===== src/rtl/instr_fetch_unit.sv =====
// Instruction fetch stage for the multi-cycle RISC-V core.
// It owns the PC and the IR, and reads instruction memory over a req/rvalid handshake.
// It applies taken-branch redirects while idle.
// A timeout, a bus error or a misaligned branch target drops the unit into an absorbing FAULT state.
module instr_fetch_unit #(
    parameter logic [31:0] RESET_PC    = 32'h0000_0000,
    parameter int unsigned TIMEOUT_CYC = 16
) (
    input  logic        clk,
    input  logic        rst,
    input  logic        pc_write,
    input  logic        branch,
    input  logic        zero_flag,
    input  logic [31:0] branch_off,
    output logic        imem_req,
    output logic [31:0] imem_addr,
    input  logic        imem_rvalid,
    input  logic [31:0] imem_rdata,
    input  logic        imem_err,
    output logic [31:0] instr,
    output logic [6:0]  opcode,
    output logic [2:0]  func3,
    output logic [6:0]  func7,
    output logic [4:0]  rd,
    output logic [4:0]  rs1,
    output logic [4:0]  rs2,
    output logic [31:0] pc,
    output logic [31:0] pc_plus4,
    output logic        instr_valid,
    output logic        fetch_busy,
    output logic        fault,
    output logic [1:0]  fault_code
);

    // The counter only has to hold values up to TIMEOUT_CYC-1.
    localparam int CNT_W = (TIMEOUT_CYC > 1) ? $clog2(TIMEOUT_CYC) : 1;
    localparam logic [CNT_W-1:0] CNT_LAST = CNT_W'(TIMEOUT_CYC - 1);

    localparam logic [31:0] NOP_INSTR   = 32'h0000_0013;
    localparam logic [31:0] RESET_PC_M4 = RESET_PC - 32'd4;

    localparam logic [1:0] FC_NONE       = 2'b00;
    localparam logic [1:0] FC_TIMEOUT    = 2'b01;
    localparam logic [1:0] FC_BUS_ERR    = 2'b10;
    localparam logic [1:0] FC_MISALIGNED = 2'b11;

    typedef enum logic [1:0] {
        ST_IDLE  = 2'b00,
        ST_REQ   = 2'b01,
        ST_WAIT  = 2'b10,
        ST_FAULT = 2'b11
    } state_t;

    state_t             state;
    state_t             state_nxt;
    logic [31:0]        next_pc;
    logic [CNT_W-1:0]   timeout_cnt;

    logic               in_flight;
    logic               complete;
    logic               complete_ok;
    logic               complete_err;
    logic               timeout_hit;
    logic               take_branch;
    logic [31:0]        branch_target;
    logic               branch_misaligned;

    // A response only counts while a read is outstanding, so a stale rvalid seen in IDLE is dropped here.
    assign in_flight         = (state == ST_REQ) || (state == ST_WAIT);
    assign complete          = in_flight && imem_rvalid;
    assign complete_ok       = complete && !imem_err;
    assign complete_err      = complete && imem_err;
    assign timeout_hit       = (state == ST_WAIT) && !imem_rvalid && (timeout_cnt == CNT_LAST);
    assign take_branch       = (state == ST_IDLE) && branch && zero_flag;
    assign branch_target     = pc + branch_off;
    assign branch_misaligned = take_branch && (branch_target[1:0] != 2'b00);

    // State register; an asynchronous reset aborts any fetch in progress.
    always_ff @(posedge clk or posedge rst) begin
        if (rst) begin
            state <= ST_IDLE;
        end else begin
            state <= state_nxt;
        end
    end

    // Next-state logic; a misaligned redirect faults even when pc_write arrives in the same cycle.
    always_comb begin
        state_nxt = state;
        unique case (state)
            ST_IDLE: begin
                if (branch_misaligned) begin
                    state_nxt = ST_FAULT;
                end else if (pc_write) begin
                    state_nxt = ST_REQ;
                end
            end
            ST_REQ: begin
                if (complete_err) begin
                    state_nxt = ST_FAULT;
                end else if (complete_ok) begin
                    state_nxt = ST_IDLE;
                end else begin
                    state_nxt = ST_WAIT;
                end
            end
            ST_WAIT: begin
                if (complete_err || timeout_hit) begin
                    state_nxt = ST_FAULT;
                end else if (complete_ok) begin
                    state_nxt = ST_IDLE;
                end
            end
            ST_FAULT: begin
                state_nxt = ST_FAULT;
            end
            default: begin
                state_nxt = ST_IDLE;
            end
        endcase
    end

    // Moore outputs decoded from state only, so the request is exactly one cycle long.
    always_comb begin
        imem_req   = 1'b0;
        fetch_busy = 1'b0;
        unique case (state)
            ST_REQ: begin
                imem_req   = 1'b1;
                fetch_busy = 1'b1;
            end
            ST_WAIT: begin
                fetch_busy = 1'b1;
            end
            default: begin
                imem_req   = 1'b0;
                fetch_busy = 1'b0;
            end
        endcase
    end

    // Wait counter: cleared on entry to WAIT and advanced each cycle the response is still missing.
    always_ff @(posedge clk or posedge rst) begin
        if (rst) begin
            timeout_cnt <= '0;
        end else if (state == ST_REQ) begin
            timeout_cnt <= '0;
        end else if ((state == ST_WAIT) && !imem_rvalid && !timeout_hit) begin
            timeout_cnt <= timeout_cnt + 1'b1;
        end
    end

    // PC, next-PC and IR updates. A redirect only moves next_pc, and the committed pc changes on a good completion.
    always_ff @(posedge clk or posedge rst) begin
        if (rst) begin
            pc          <= RESET_PC_M4;
            next_pc     <= RESET_PC;
            instr       <= NOP_INSTR;
            instr_valid <= 1'b0;
        end else begin
            instr_valid <= 1'b0;
            if (take_branch && !branch_misaligned) begin
                next_pc <= branch_target;
            end
            if (complete_ok) begin
                instr       <= imem_rdata;
                pc          <= next_pc;
                next_pc     <= next_pc + 32'd4;
                instr_valid <= 1'b1;
            end
        end
    end

    // Sticky fault capture. At most one cause can fire per cycle because each belongs to a different state.
    always_ff @(posedge clk or posedge rst) begin
        if (rst) begin
            fault      <= 1'b0;
            fault_code <= FC_NONE;
        end else if (state != ST_FAULT) begin
            if (branch_misaligned) begin
                fault      <= 1'b1;
                fault_code <= FC_MISALIGNED;
            end else if (complete_err) begin
                fault      <= 1'b1;
                fault_code <= FC_BUS_ERR;
            end else if (timeout_hit) begin
                fault      <= 1'b1;
                fault_code <= FC_TIMEOUT;
            end
        end
    end

    // The address is only meaningful while imem_req is high.
    assign imem_addr = next_pc;
    assign pc_plus4  = pc + 32'd4;

    // Decode fields are plain slices of the registered IR.
    assign opcode = instr[6:0];
    assign rd     = instr[11:7];
    assign func3  = instr[14:12];
    assign rs1    = instr[19:15];
    assign rs2    = instr[24:20];
    assign func7  = instr[31:25];

endmodule


===== config.mk =====
export PLATFORM = sky130hd
export DESIGN_NAME = instr_fetch_unit
export DESIGN_NICKNAME = d
export VERILOG_FILES = /design/src/rtl/instr_fetch_unit.sv
export SDC_FILE = /design/constraint.sdc
export NUM_CORES = 1
export LEC_CHECK = 0
export CORE_ASPECT_RATIO = 0.8
export CORE_MARGIN = 4
export CORE_UTILIZATION = 43
export CTS_CLUSTER_DIAMETER = 40
export DETAILED_ROUTE_END_ITERATION = 7
export PLACE_DENSITY_LB_ADDON = 0.25
export RECOVER_POWER = 100
export SYNTH_ARGS = -nofsm -noshare
export SYNTH_HDL_FRONTEND = slang
export SYNTH_SLANG_ARGS = --single-unit

===== constraint.sdc =====
create_clock -name clk -period 3.3 [get_ports clk]
set_clock_uncertainty 0.1 [all_clocks]
set_input_delay 0.495 -clock clk [delete_from_list [all_inputs] [get_ports clk]]
set_output_delay 0.495 -clock clk [all_outputs]
set_load 0.01 [all_outputs]

==> out/metrics.cfg, run 1 <==
[power_and_ir_drop]
ir_drop_mv = 0.480
p_leak_nw = 4.52
p_total_mw = 9.43
power_density_nw_per_um2 = 939

[global_routing]
grt_pass1_wl_um = 36900
grt_pass1_vias = 6910
antenna_found_initial = 0
grt-ovfl-total = 0
grt_max_degree = 107
grt_use_total = 0.240

[drt]
wl_per_cell_um = 17.3
drtIter0Drc = 417
drtAntennaViolNets = 0
routed-via-count = 7250
dr.pass1.iters = 5
drc = 0
drt-total-wl_um = 22900
via_per_inst = 5.46

[critical_path]
slowest_stage = clkdlybuf4s50_1
critPathMaxStageDelay_ns = 0.56
start_kind = flip-flop
path_common_cell = and2b_1
cp_data_arrival_time_ns = 2.57
critPathCaptureType = output port
critical_path_peak_fanout = 3
crit_type = flip-flop to output port
cp_cell_sequence = and4_1 > and4_2 > and2b_1 > and2b_1 > buf_4 > xor2_1 > clkdlybuf4s50_1
required_ns = 2.70

[cells_and_area]
nets = 1213
final_common_cell = nand2_1
seq_area_um2 = 2690
layout_common_cells = nand2_1, dlygate4sd3_1, clkdlybuf4s50_1, a21oi_1, dfrtp_1
diodes = 0
layout-drive-gt1-share = 0.0948
area_delta_synth_final_pct = 39.0
multi_input_area_um2 = 4080
fillers = 1506

[die]
initial_core_util = 0.438
die-area_um2 = 19000
io_pins = 237
core_um2 = 16500
die_w_um = 153
rows = 42
fp.dieH_um = 124

[yosys]
synth_cells = 885
syn_area_um2 = 7230
synth_edf_count = 0
synth_fp_nets = 995
synth_cell_types = 67
synth_top_area_frac = 0.253
ys_seq_area_frac = 0.373
synth-seq-cells = 106
yosys-top-cells-area = dfrtp_1, dfstp_2, nand2_1
yosysWarningCount = 0
synth_top_flop_cell = dfrtp_1
syn_area_per_cell_um2 = 8.16
yosysTopAreaCell = dfrtp_1
async_flop_share = 1.00

[sta]
slew_viol_final = 0
max_slew_margin = 0.0258
timing_hold_violations_final = 0
period_share = 0.960
setup-tns-final_ns = 0
fin_crit_ns = 3.17
rsz0062_at_grt = false
fmaxAchievable_mhz = 316
finalSetupViolations = 0
worst_pin_slew_ns = 1.46

[clock_tree]
cts_tree = built
cts_root_buffer = clkbuf_16
postCtsSetupRepairBufs = 0
holdBufCountCts = 0
clk_pin_slew_ns = 0.08
h-tree-depth = 3
clk_latency_ns = 0.36
numCtsBuffers = 9
max-clock-path-buffers = 2
clock_sinks = 106

[min_path]
hp-class = flip-flop to flip-flop

[place]
gp_congestion = 0.960
io_buffers = 236
post-dp-hpwl_um = 17400

[outcome]
status = finished clean

[job]
cap_violations = 0

## cells by family (layout without fill, tap and decap cells)
kind of cell | after synthesis | after routing | share of synthesized area
muxes | 4 | 4 | 0.00554
and+or+nand+nor | 402 | 402 | 0.254
AOI/OAI and AO/OA | 192 | 192 | 0.165
adders and majority gates | 39 | 39 | 0.0686
buffers and inverters | 84 | 307 | 0.0639
DFF | 106 | 106 | 0.373
xor gates and xnor gates | 58 | 58 | 0.0703
## synthesized netlist by cell type (18+ instances only)
library cell and n:
xor2_1 25, dfstp_2 33, nand3_1 37, xnor2_1 33, o21ai_0 37, nand2_1 227
nor2_1 51, nand4_1 19, clkbuf_1 23, a21o_1 18, buf_4 35, a21oi_1 74
dfrtp_1 73, ha_1 38
## worst max-delay path: cells and delay by family (launching register included)
family | cells | cell delay (ns)
AND/OR/NAND/NOR | 4 | 0.83
buffers and inverters | 2 | 0.71
flip-flops | 1 | 0.53
XOR/XNOR | 1 | 0.15
## per-stage QoR
stage | area, um^2 | hold slack (ns) | instances | utilization | setup WS, ns
floorplan | 7230 | 0.371 | 885 | - | 0.650
global placement | 9780 | 0.354 | 1312 | 0.593 | 0.0904
detailed placement | 9780 | 0.367 | 1312 | 0.593 | 0.0649
CTS | 10100 | 0.380 | 1328 | 0.612 | 0.00336
global route | 10000 | 0.400 | 1328 | 0.609 | 0.00391
finish | 10000 | 0.373 | 1328 | 0.609 | 0.131
## sequential cells by signal (all words and copies together) (netlist names)
name,cells
imem_addr,32
instr,32
pc,32
timeout_cnt,4
fault_code,2
state,2
fault,1
instr_valid,1
## power by group
part	total, mW	internal (mW)	switching, mW
sequential	2.69	2.00	0.690
combinational	5.59	2.64	2.95
clock	1.16	0.611	0.549
## area by class of cell
class                           instances  share of cell area
Clock buffer                            9              0.0224
Inverter                               17             0.00673
Timing Repair Buffer                  274               0.260
Clock inverter                          7             0.00922
Tap cell                              220              0.0274
Multi-Input combinational cell        695               0.406
Sequential cell                       106               0.268
## metal layers
layer  GRT usage  vias up  wire (um)
li1            -     3482          -
met1       0.342     3417      10500
met2       0.375      325      10400
met3      0.0538       26       1700
met4      0.0618        0        332
met5           0        -          0
## final timing paths
kind,from,to,slack (ns),cells past startpoint
max in group asynchronous,rst,imem_addr[20],1.12,3
max,pc[5],pc_plus4[17],0.13,7
min,instr[4],instr[4],0.37,2
max reg2reg,state[0],imem_addr[15],0.25,9
min in group asynchronous,rst,instr[20],1.04,3
min reg2reg,instr[4],instr[4],0.37,2
## timing repair
action	CTS	global route
gates resized for setup	16	6
endpoints found under the setup margin	10	4
hold endpoints to repair	0	0
No activity file was read; power rests on OpenSTA's default activity.
==> run 2: changes to the inputs <==
--- a/config.mk
+++ b/config.mk
@@ -10,8 +10,10 @@
 export CORE_UTILIZATION = 43
 export CTS_CLUSTER_DIAMETER = 40
 export DETAILED_ROUTE_END_ITERATION = 7
+export MAX_ROUTING_LAYER = met4
 export PLACE_DENSITY_LB_ADDON = 0.25
 export RECOVER_POWER = 100
+export REMOVE_ABC_BUFFERS = 1
 export SYNTH_ARGS = -nofsm -noshare
 export SYNTH_HDL_FRONTEND = slang
 export SYNTH_SLANG_ARGS = --single-unit
==> out/metrics.cfg, run 2 (synthesized netlist as in run 1, its figures left out) <==
[drt]
drt-total-wl_um = 22800
routed-via-count = 7160
wl_per_cell_um = 17.2
drtAntennaViolNets = 0
drtIter0Drc = 444
drc = 0
dr.pass1.iters = 5
via_per_inst = 5.40

[sta]
timing_hold_violations_final = 0
setup_slack_ns = 0.164
fmaxAchievable_mhz = 319
slew_viol_final = 34
fin_crit_ns = 3.14
finalSetupViolations = 0
fin_hold_ws_ns = 0.367
setup-tns-final_ns = 0
worst_pin_slew_ns = 1.59
max_slew_margin = -0.0641
period_share = 0.950

[global_routing]
grt_max_degree = 88
antenna_found_initial = 1
grt-ovfl-total = 0
grt_use_total = 0.244
grt_pass1_wl_um = 35900
grt_pass1_vias = 6867

[critical_path]
crit_type = flip-flop to output port
cp_data_arrival_time_ns = 2.54
r2r-start = pc[10]
cp_cell_sequence = and4_1 > buf_4 > nand3_1 > nor3_2 > buf_4 > nand4_1 > xnor2_1 > clkdlybuf4s50_1
path_common_cell = buf_4
start_kind = flip-flop
slowest_stage = clkdlybuf4s50_1
critPathMaxStageDelay_ns = 0.55
critPathCaptureType = output port
required_ns = 2.70
critical_path_peak_fanout = 4
r2r-end = imem_addr[31]
r2r_slack_ns = 0.36
rr_worst_depth = 9

[min_path]
hold_end = instr[0]
hp-class = flip-flop to flip-flop
hold_depth = 2
hold_start = instr[0]

[clock_tree]
clk_latency_ns = 0.37
max-clock-path-buffers = 2
h-tree-depth = 3
clock_sinks = 106
numCtsBuffers = 9
clk_pin_slew_ns = 0.08
cts_tree = built
cts_root_buffer = clkbuf_16
holdBufCountCts = 0

[die]
die_w_um = 153
rows = 42
initial_core_util = 0.438
fp.dieH_um = 124
die-area_um2 = 19000
core_um2 = 16500
io_pins = 237

[power_and_ir_drop]
p_leak_nw = 4.51
ir_drop_mv = 0.510
power_density_nw_per_um2 = 934
p_total_mw = 9.40

[cells_and_area]
nets = 1210
area_delta_synth_final_pct = 39.3
final_area_um2 = 10100
final_cells = 1327
layout_common_cells = nand2_1, dlygate4sd3_1, clkdlybuf4s50_1, a21oi_1, dfrtp_1
fillers = 1466
final_common_cell = nand2_1
utilization = 0.610
layout-drive-gt1-share = 0.0851

[place]
io_buffers = 236
gp_congestion = 0.898
placed_cell_area_um2 = 9760
post-dp-hpwl_um = 16900
pre_cts_ws_ns = 0.0113
placedCellCount = 1307

[job]
cap_violations = 1

[outcome]
status = finished, violations left
failed_checks = capacitance limit, slew limit

run 2: cell type report:
class | count | area, um^2 | share of cell area
Sequential cell | 106 | 2690 | 0.268
Multi-Input combinational cell | 695 | 4100 | 0.407
Clock inverter | 7 | 91.3 | 0.00908
Inverter | 17 | 65.1 | 0.00647
Timing Repair Buffer | 271 | 2610 | 0.259
Tap cell | 220 | 275 | 0.0274
Clock buffer | 9 | 225 | 0.0224
Antenna cell | 2 | 5.00 | 0.000497
run 2: repair_timing:
action	4_1_cts	5_1_grt
setup buffers	2	0
setup endpoints to repair	10	8
resized for setup	15	5
cloned	0	0
run 2: worst max-delay path by stage:
stage	from	to	slack, ns	cells after the start
global route	pc[10]	pc_plus4[25]	-0.003	8
floorplan	state[0]	imem_addr[21]	-1.33	8
detailed placement	branch_off[0]	imem_addr[20]	0.01	12
CTS	pc[5]	pc_plus4[25]	0.04	9
finish	pc[5]	pc_plus4[20]	0.16	8
global placement	branch_off[0]	imem_addr[7]	0.05	9
run 2: critical path: cells and delay by family, from the launching register on:
family	cells	cell delay [ns]
xor gates and xnor gates	1	0.15
and+or+nand+nor	4	0.65
DFF	1	0.54
buffers and inverters	3	0.84
run 2: layer usage:
metal	track usage	wire [um]
met1	0.321	10400
met2	0.377	10300
met3	0.0709	1810
met4	0.0540	303
met5	-	0
run 2: power by group:
part	internal [mW]	total, mW	switching, mW	leakage (nW)
registers	1.98	2.71	0.729	1.19
logic	2.64	5.54	2.90	3.16
clock network	0.550	1.14	0.593	0.154
